`config.mk`:
```
export PLATFORM = sky130hd
export DESIGN_NAME = prog_ctr_flat
export DESIGN_NICKNAME = d
export VERILOG_FILES = /design/src/rtl/prog_ctr_if.sv /design/src/rtl/prog_ctr.sv /design/src/flat_wrapper.sv
export SDC_FILE = /design/constraint.sdc
export NUM_CORES = 1
export LEC_CHECK = 0
export BUFFER_PORTS_ARGS = -buffer_cell sky130_fd_sc_hd__buf_4
export CAP_MARGIN = 20
export CORE_MARGIN = 3
export CORE_UTILIZATION = 24
export CTS_CLUSTER_DIAMETER = 200
export DETAILED_ROUTE_END_ITERATION = 8
export GPL_TIMING_DRIVEN = 0
export PLACE_DENSITY = 0.46
export SETUP_SLACK_MARGIN = 0.5
export SLEW_MARGIN = 20
export SYNTH_ARGS = -nofsm -noshare
export SYNTH_HDL_FRONTEND = slang
export SYNTH_SLANG_ARGS = --single-unit
export TNS_END_PERCENT = 100
```
`constraint.sdc`:
```
create_clock -name Clk -period 3.75 [get_ports Clk]
set_input_delay 0.75 -clock Clk [delete_from_list [all_inputs] [get_ports Clk]]
set_output_delay 0.75 -clock Clk [all_outputs]
set_load 0.01 [all_outputs]
```
`src/rtl/prog_ctr_if.sv`:
```
// Fetch-stage program counter bus: control and target in, current address out.
interface prog_ctr_if #(
  parameter int PC_W = 9
);
  logic            Start;
  logic            Branch;
  logic [PC_W-1:0] Target;
  logic [PC_W-1:0] ProgCtr;

  // Upstream control logic drives restart/branch and observes the PC.
  modport master (
    output Start,
    output Branch,
    output Target,
    input  ProgCtr
  );

  // The program counter samples control and presents the registered address.
  modport slave (
    input  Start,
    input  Branch,
    input  Target,
    output ProgCtr
  );
endinterface

```
`src/rtl/prog_ctr.sv`:
```
// Program counter for the fetch stage: restarts, loads an absolute branch
// target, or advances by one each clock. Output is purely registered so it
// can drive the instruction memory address directly.
module prog_ctr #(
  parameter int PC_W       = 9,
  parameter int START_ADDR = 0
) (
  input  logic     Clk,
  input  logic     RstN,
  prog_ctr_if.slave bus
);

  localparam logic [PC_W-1:0] START_PC = PC_W'(START_ADDR);

  // Increment that wraps at 2^PC_W; no overflow indication by design.
  function automatic logic [PC_W-1:0] wrap_inc(input logic [PC_W-1:0] pc);
    return pc + PC_W'(1);
  endfunction

  logic [PC_W-1:0] pc_p1;
  logic [PC_W-1:0] next_pc_p0;

  // Next-address select: Start beats Branch beats increment. Target is only
  // consulted on the Branch path, so an undriven Target never leaks through.
  always_comb begin
    next_pc_p0 = wrap_inc(pc_p1);
    if (bus.Start)
      next_pc_p0 = START_PC;
    else if (bus.Branch)
      next_pc_p0 = bus.Target;
  end

  // ---- stage p0 -> p1: the single PC register, async-reset to the start address
  always_ff @(posedge Clk or negedge RstN) begin
    if (!RstN)
      pc_p1 <= START_PC;
    else
      pc_p1 <= next_pc_p0;
  end

  assign bus.ProgCtr = pc_p1;

endmodule

```
`src/flat_wrapper.sv`:
```
// flat-port wrapper written by rule: the top's interface ports become plain ports
module prog_ctr_flat 
#(
  parameter int PC_W       = 9,
  parameter int START_ADDR = 0
)
  (Clk, RstN, bus_Start, bus_Branch, bus_Target, bus_ProgCtr);
  prog_ctr_if #(.PC_W(PC_W)) bus_i ();
  input  logic Clk;
  input  logic RstN;
  input wire logic [$bits(bus_i.Start)-1:0] bus_Start;
  input wire logic [$bits(bus_i.Branch)-1:0] bus_Branch;
  input wire logic [$bits(bus_i.Target)-1:0] bus_Target;
  output wire logic [$bits(bus_i.ProgCtr)-1:0] bus_ProgCtr;
  assign bus_i.Start = bus_Start;
  assign bus_i.Branch = bus_Branch;
  assign bus_i.Target = bus_Target;
  assign bus_ProgCtr = bus_i.ProgCtr;
  prog_ctr #(.PC_W(PC_W), .START_ADDR(START_ADDR)) u_core (.Clk(Clk), .RstN(RstN), .bus(bus_i));
endmodule
```
Word level (Yosys, flattened, before mapping)
Cells that the tools add are included.

Output and inout port bits: 9. Logic and storage cells: 4. Register bits: 9.

Multiplexer cells: 2. Add/subtract/negate cells: 1.

Operators with widths (count): 9-bit 2-to-1 mux (2); 9-bit by 1-bit adder with 9-bit output (second input constant) (1).

Depth between registers and ports, before layout
Depth in word-level cells: 3. Gate-level depth with buffers: 4.

Least setup slack after synthesis
No wires, ideal clock.

Path type: register to register. From: reg u_core.pc_p1[0], in the netlist u_core.bus.ProgCtr[0]. To: reg u_core.pc_p1[8], in the netlist u_core.bus.ProgCtr[8]. Buffers on the path: 0. Period minus slack after synthesis: 1.423 ns. Slack: 2.327 ns. Arrival time: 1.323 ns. Setup time: 0.099 ns. Cell stages (with the launch flop): 5. Path through: dfrtp_1 ha_1 nand3_2 or3_1 a311oi_1.

Cells in the longest elaborated chain, start to end: 3.

Ends and longest elaborated chain: from (decl) (RTL line prog_ctr.sv:20) `logic [PC_W-1:0] pc_p1;`; from (signal assigned) (RTL line prog_ctr.sv:38) `pc_p1 <= next_pc_p0;`; 9-bit by 1-bit adder with 9-bit output (RTL line prog_ctr.sv:17) `return pc + PC_W'(1);`; 9-bit 2-to-1 mux (RTL line prog_ctr.sv:29) `else if (bus.Branch)`; 9-bit 2-to-1 mux (RTL line prog_ctr.sv:27) `if (bus.Start)`; net u_core.next_pc_p0[8] (RTL line prog_ctr.sv:21) `logic [PC_W-1:0] next_pc_p0;`.

The timed path passes the listed nets, and every way through them passes these cells.

Worst setup path after layout
From: reg u_core.pc_p1[2], in the netlist u_core.bus.ProgCtr[2]. To: out bus_ProgCtr[2].

RTL lines: to (decl) (RTL line flat_wrapper.sv:14) `output wire logic [$bits(bus_i.ProgCtr)-1:0] bus_ProgCtr;`.

No word-level cell between the ends.

==> impl_metrics.yaml <==
run_status:
  status: "finished clean"
worst_setup_path:
  crit_family: "flip-flops"
  cp_cell_sequence: "buf_4"
  worstPathRequired_ps: 3000
  slowest_stage: "dfrtp_1"
  cp-start-kind: "register"
  worstPathArrival_ps: 870
  end_kind: "output port"
  path_max_fanout: 5
  slowest_delay_ps: 440
  crit_buf_inv: 1
  worstRegToRegCells: 4
  critPathKind: "register to output port"
  cp.depth: 1
synthesis:
  synth_xor_area_share_pct: 5.51
  ys_seq_area_share_pct: 47.2
  synth_adder_area_share_pct: 2.62
  synth_cell_type_count: 22
  yosys.area_share.simple_pct: 18.6
  synth.cell_area_um2: 477
  muxShareOfSynthArea_pct: 2.10
  ys_ff_latch: 9
  synth-compound-area-share_pct: 19.7
  yosysTopAreaCell: "dfrtp_1"
  syn_inst: 51
  synth_top_area_share_pct: 47.2
  ys_top_cells_by_area: "dfrtp_1 47%, nor2_1 5.5%, o21ai_0 4.2%, or3_1 3.9%, a311oi_1 3.7%"
  synth.net_count: 65
  yosysWarnings: 0
  syn_area_per_cell_um2: 9.35
  synth_top_family_by_area: "compound AO/OA/AOI/OAI gates"
cts:
  htree_levels: 1
  cts_setup_buffers: 0
  numCtsBuffers: 3
  clockRootBuffer: "clkbuf_4"
  clkLatencyLatePin_ps: 250
  path_clk_slew_ps: 60
  ctsHoldBuffers: 0
  clockBufferDepth: 2
  cts_resized: 0
  cts_tree: "done"
  clkSinkCount: 9
placement:
  io_buffers: 20
  dp_cells: 96
  place_congestion: 0.683
  post_dp_cell_area_um2: 658
timing:
  fin_crit_ps: 1620
  slew_viol_final: 0
  fin_crit_sh_pct: 43.1
  skew_ps: 2.03
  worstMarginPinSlew_ps: 425
  timing.fmax_mhz: 619
  hold_viol: 0
  setup_violations: 0
  slew_headroom_pct: 71.7
  rsz0062_at_grt: "false"
  setup_tns_ps: 0
  fin_hold_ws_ps: 305
finish:
  final_cell_area_um2: 684
  n_antenna_cell: 0
  nets: 90
  drive_above_1_share_pct: 33.3
  area_growth_pct: 43.6
  fin_cells: 100
  largest_reg_flops: 9
pwr:
  power.density_nw_per_um2: 336
  combPwrFrac_pct: 19.0
  clkPwrFrac_pct: 32.2
  sw_frac_of_total_pct: 26.8
  peakVddDrop_mv: 0.187
  p_sw_mw: 0.0616
  internal-power_mw: 0.168
  power_mw: 0.230
  p_leak_nw: 0.317
  pwr-share-seq_pct: 48.8
die:
  fp.dieH_um: 50.6
  rows: 15
  die_x_um: 50.6
  core_area_um2: 1800
  start_util_pct: 26.5
  dieArea_um2: 2560
  io_pins: 22
drt:
  via_per_inst: 4.65
  first_pass_iters: 3
  vias: 465
  totalWireLength_um: 1180
  drc_errors: 0
  wl_per_cell_um: 11.8
  detail-route-antenna-nets: 0
  drt_iter0_drc: 8
global_routing:
  grt_max_degree: 11
  gr-total-overflow: 0
  grt_pass1_vias: 451
  grt_pass1_wl_um: 1970
  grtUsageTotal_pct: 10.7
  antenna_found_initial: 0
flow_run:
  cap_violations: 0
hold_path:
  hp-class: "input port to async pin"
## worst paths after layout
kind	startpoint	end	slack, ps
setup / recovery	u_core.bus.ProgCtr[2]	bus_ProgCtr[2]	2130
hold / removal	RstN	u_core.bus.ProgCtr[6]	300
setup reg to reg	u_core.bus.ProgCtr[0]	u_core.bus.ProgCtr[8]	2260
hold reg to reg	u_core.bus.ProgCtr[8]	u_core.bus.ProgCtr[8]	590
max in group asynchronous	RstN	u_core.bus.ProgCtr[1]	3310
min in group Clk	u_core.bus.ProgCtr[8]	u_core.bus.ProgCtr[8]	590
## synth_stat cells, drive strengths merged
| master | instances |
|---|---|
| a311oi | 2 |
| nand3 | 3 |
| dfrtp | 9 |
| nor2 | 7 |
| nand2 | 3 |
| ha | 1 |
| or3 | 3 |
| o21ai | 4 |
| a21oi | 2 |
| o21bai | 1 |
| o31a | 1 |
| nand4 | 2 |
| inv | 3 |
| a31oi | 1 |
| xnor2 | 1 |
| buf | 1 |
| clkbuf | 1 |
| mux2i | 1 |
| a221oi | 1 |
| a211oi | 2 |
| xor2 | 2 |
## per-layer routing
| metal | routed length [µm] | GRT usage, % | part of all wire [%] |
|---|---|---|---|
| met3 | 97 | 4.75 | 8.2 |
| met2 | 533 | 15.2 | 45 |
| met5 | 0 | 0 | 0 |
| met1 | 552 | 12.8 | 47 |
| met4 | 0 | 6.73 | 0 |
## power groups by stage
stage	Combinational, mW	Sequential (mW)	Clock [mW]
floorplan	0.0159	0.116	0
global placement	0.0443	0.114	0
detailed placement	0.0444	0.114	0
CTS	0.0446	0.112	0.0783
global route	0.0490	0.113	0.0879
finish	0.0436	0.112	0.0741
## placed cells by master, fill, tap and decap left out
master / Yosys / final
mux2i_1: 1 / 1
o21bai_1: 1 / 1
nor2_1: 7 / 7
dfrtp_1: 9 / 9
a31oi_1: 1 / 1
a21oi_1: 2 / 2
inv_1: 3 / 3
clkbuf_1: 1 / 2
nand3_2: 1 / 1
nand4_1: 2 / 2
a211oi_1: 2 / 2
nand3_1: 2 / 2
clkbuf_4: 0 / 3
ha_1: 1 / 1
o21ai_0: 4 / 4
buf_4: 0 / 20
o31a_1: 1 / 1
a311oi_1: 2 / 2
buf_2: 1 / 1
or3_1: 3 / 3
a221oi_1: 1 / 1
nand2_1: 3 / 3
xor2_1: 2 / 2
xnor2_1: 1 / 1
## logic make-up after synthesis
group                      Yosys count
AOI/OAI and AO/OA                   14
adders and majority gates            1
buffers and inverters                5
and+or+nand+nor                     18
xor gates and xnor gates             3
DFF                                  9
muxes                                1
## stage by stage
step | util [%] | setup slack (ps)
finish | 38.0 | 2130
global route | 38.0 | 2090
CTS | 38.0 | 2130
detailed placement | 36.5 | 2130
global placement | 36.5 | 2140
floorplan | - | 2330
## area by class of cell
| type | instances | area, µm² |
|---|---|---|
| inverter | 3 | 11.3 |
| multi-input combinational | 37 | 231 |
| tap | 25 | 31.3 |
| fill | 215 | 1120 |
| buffer | 2 | 8.76 |
| clock buffer | 4 | 26.3 |
| timing repair buffer | 20 | 150 |
| sequential | 9 | 225 |
(Power assumes the default switching activity.)
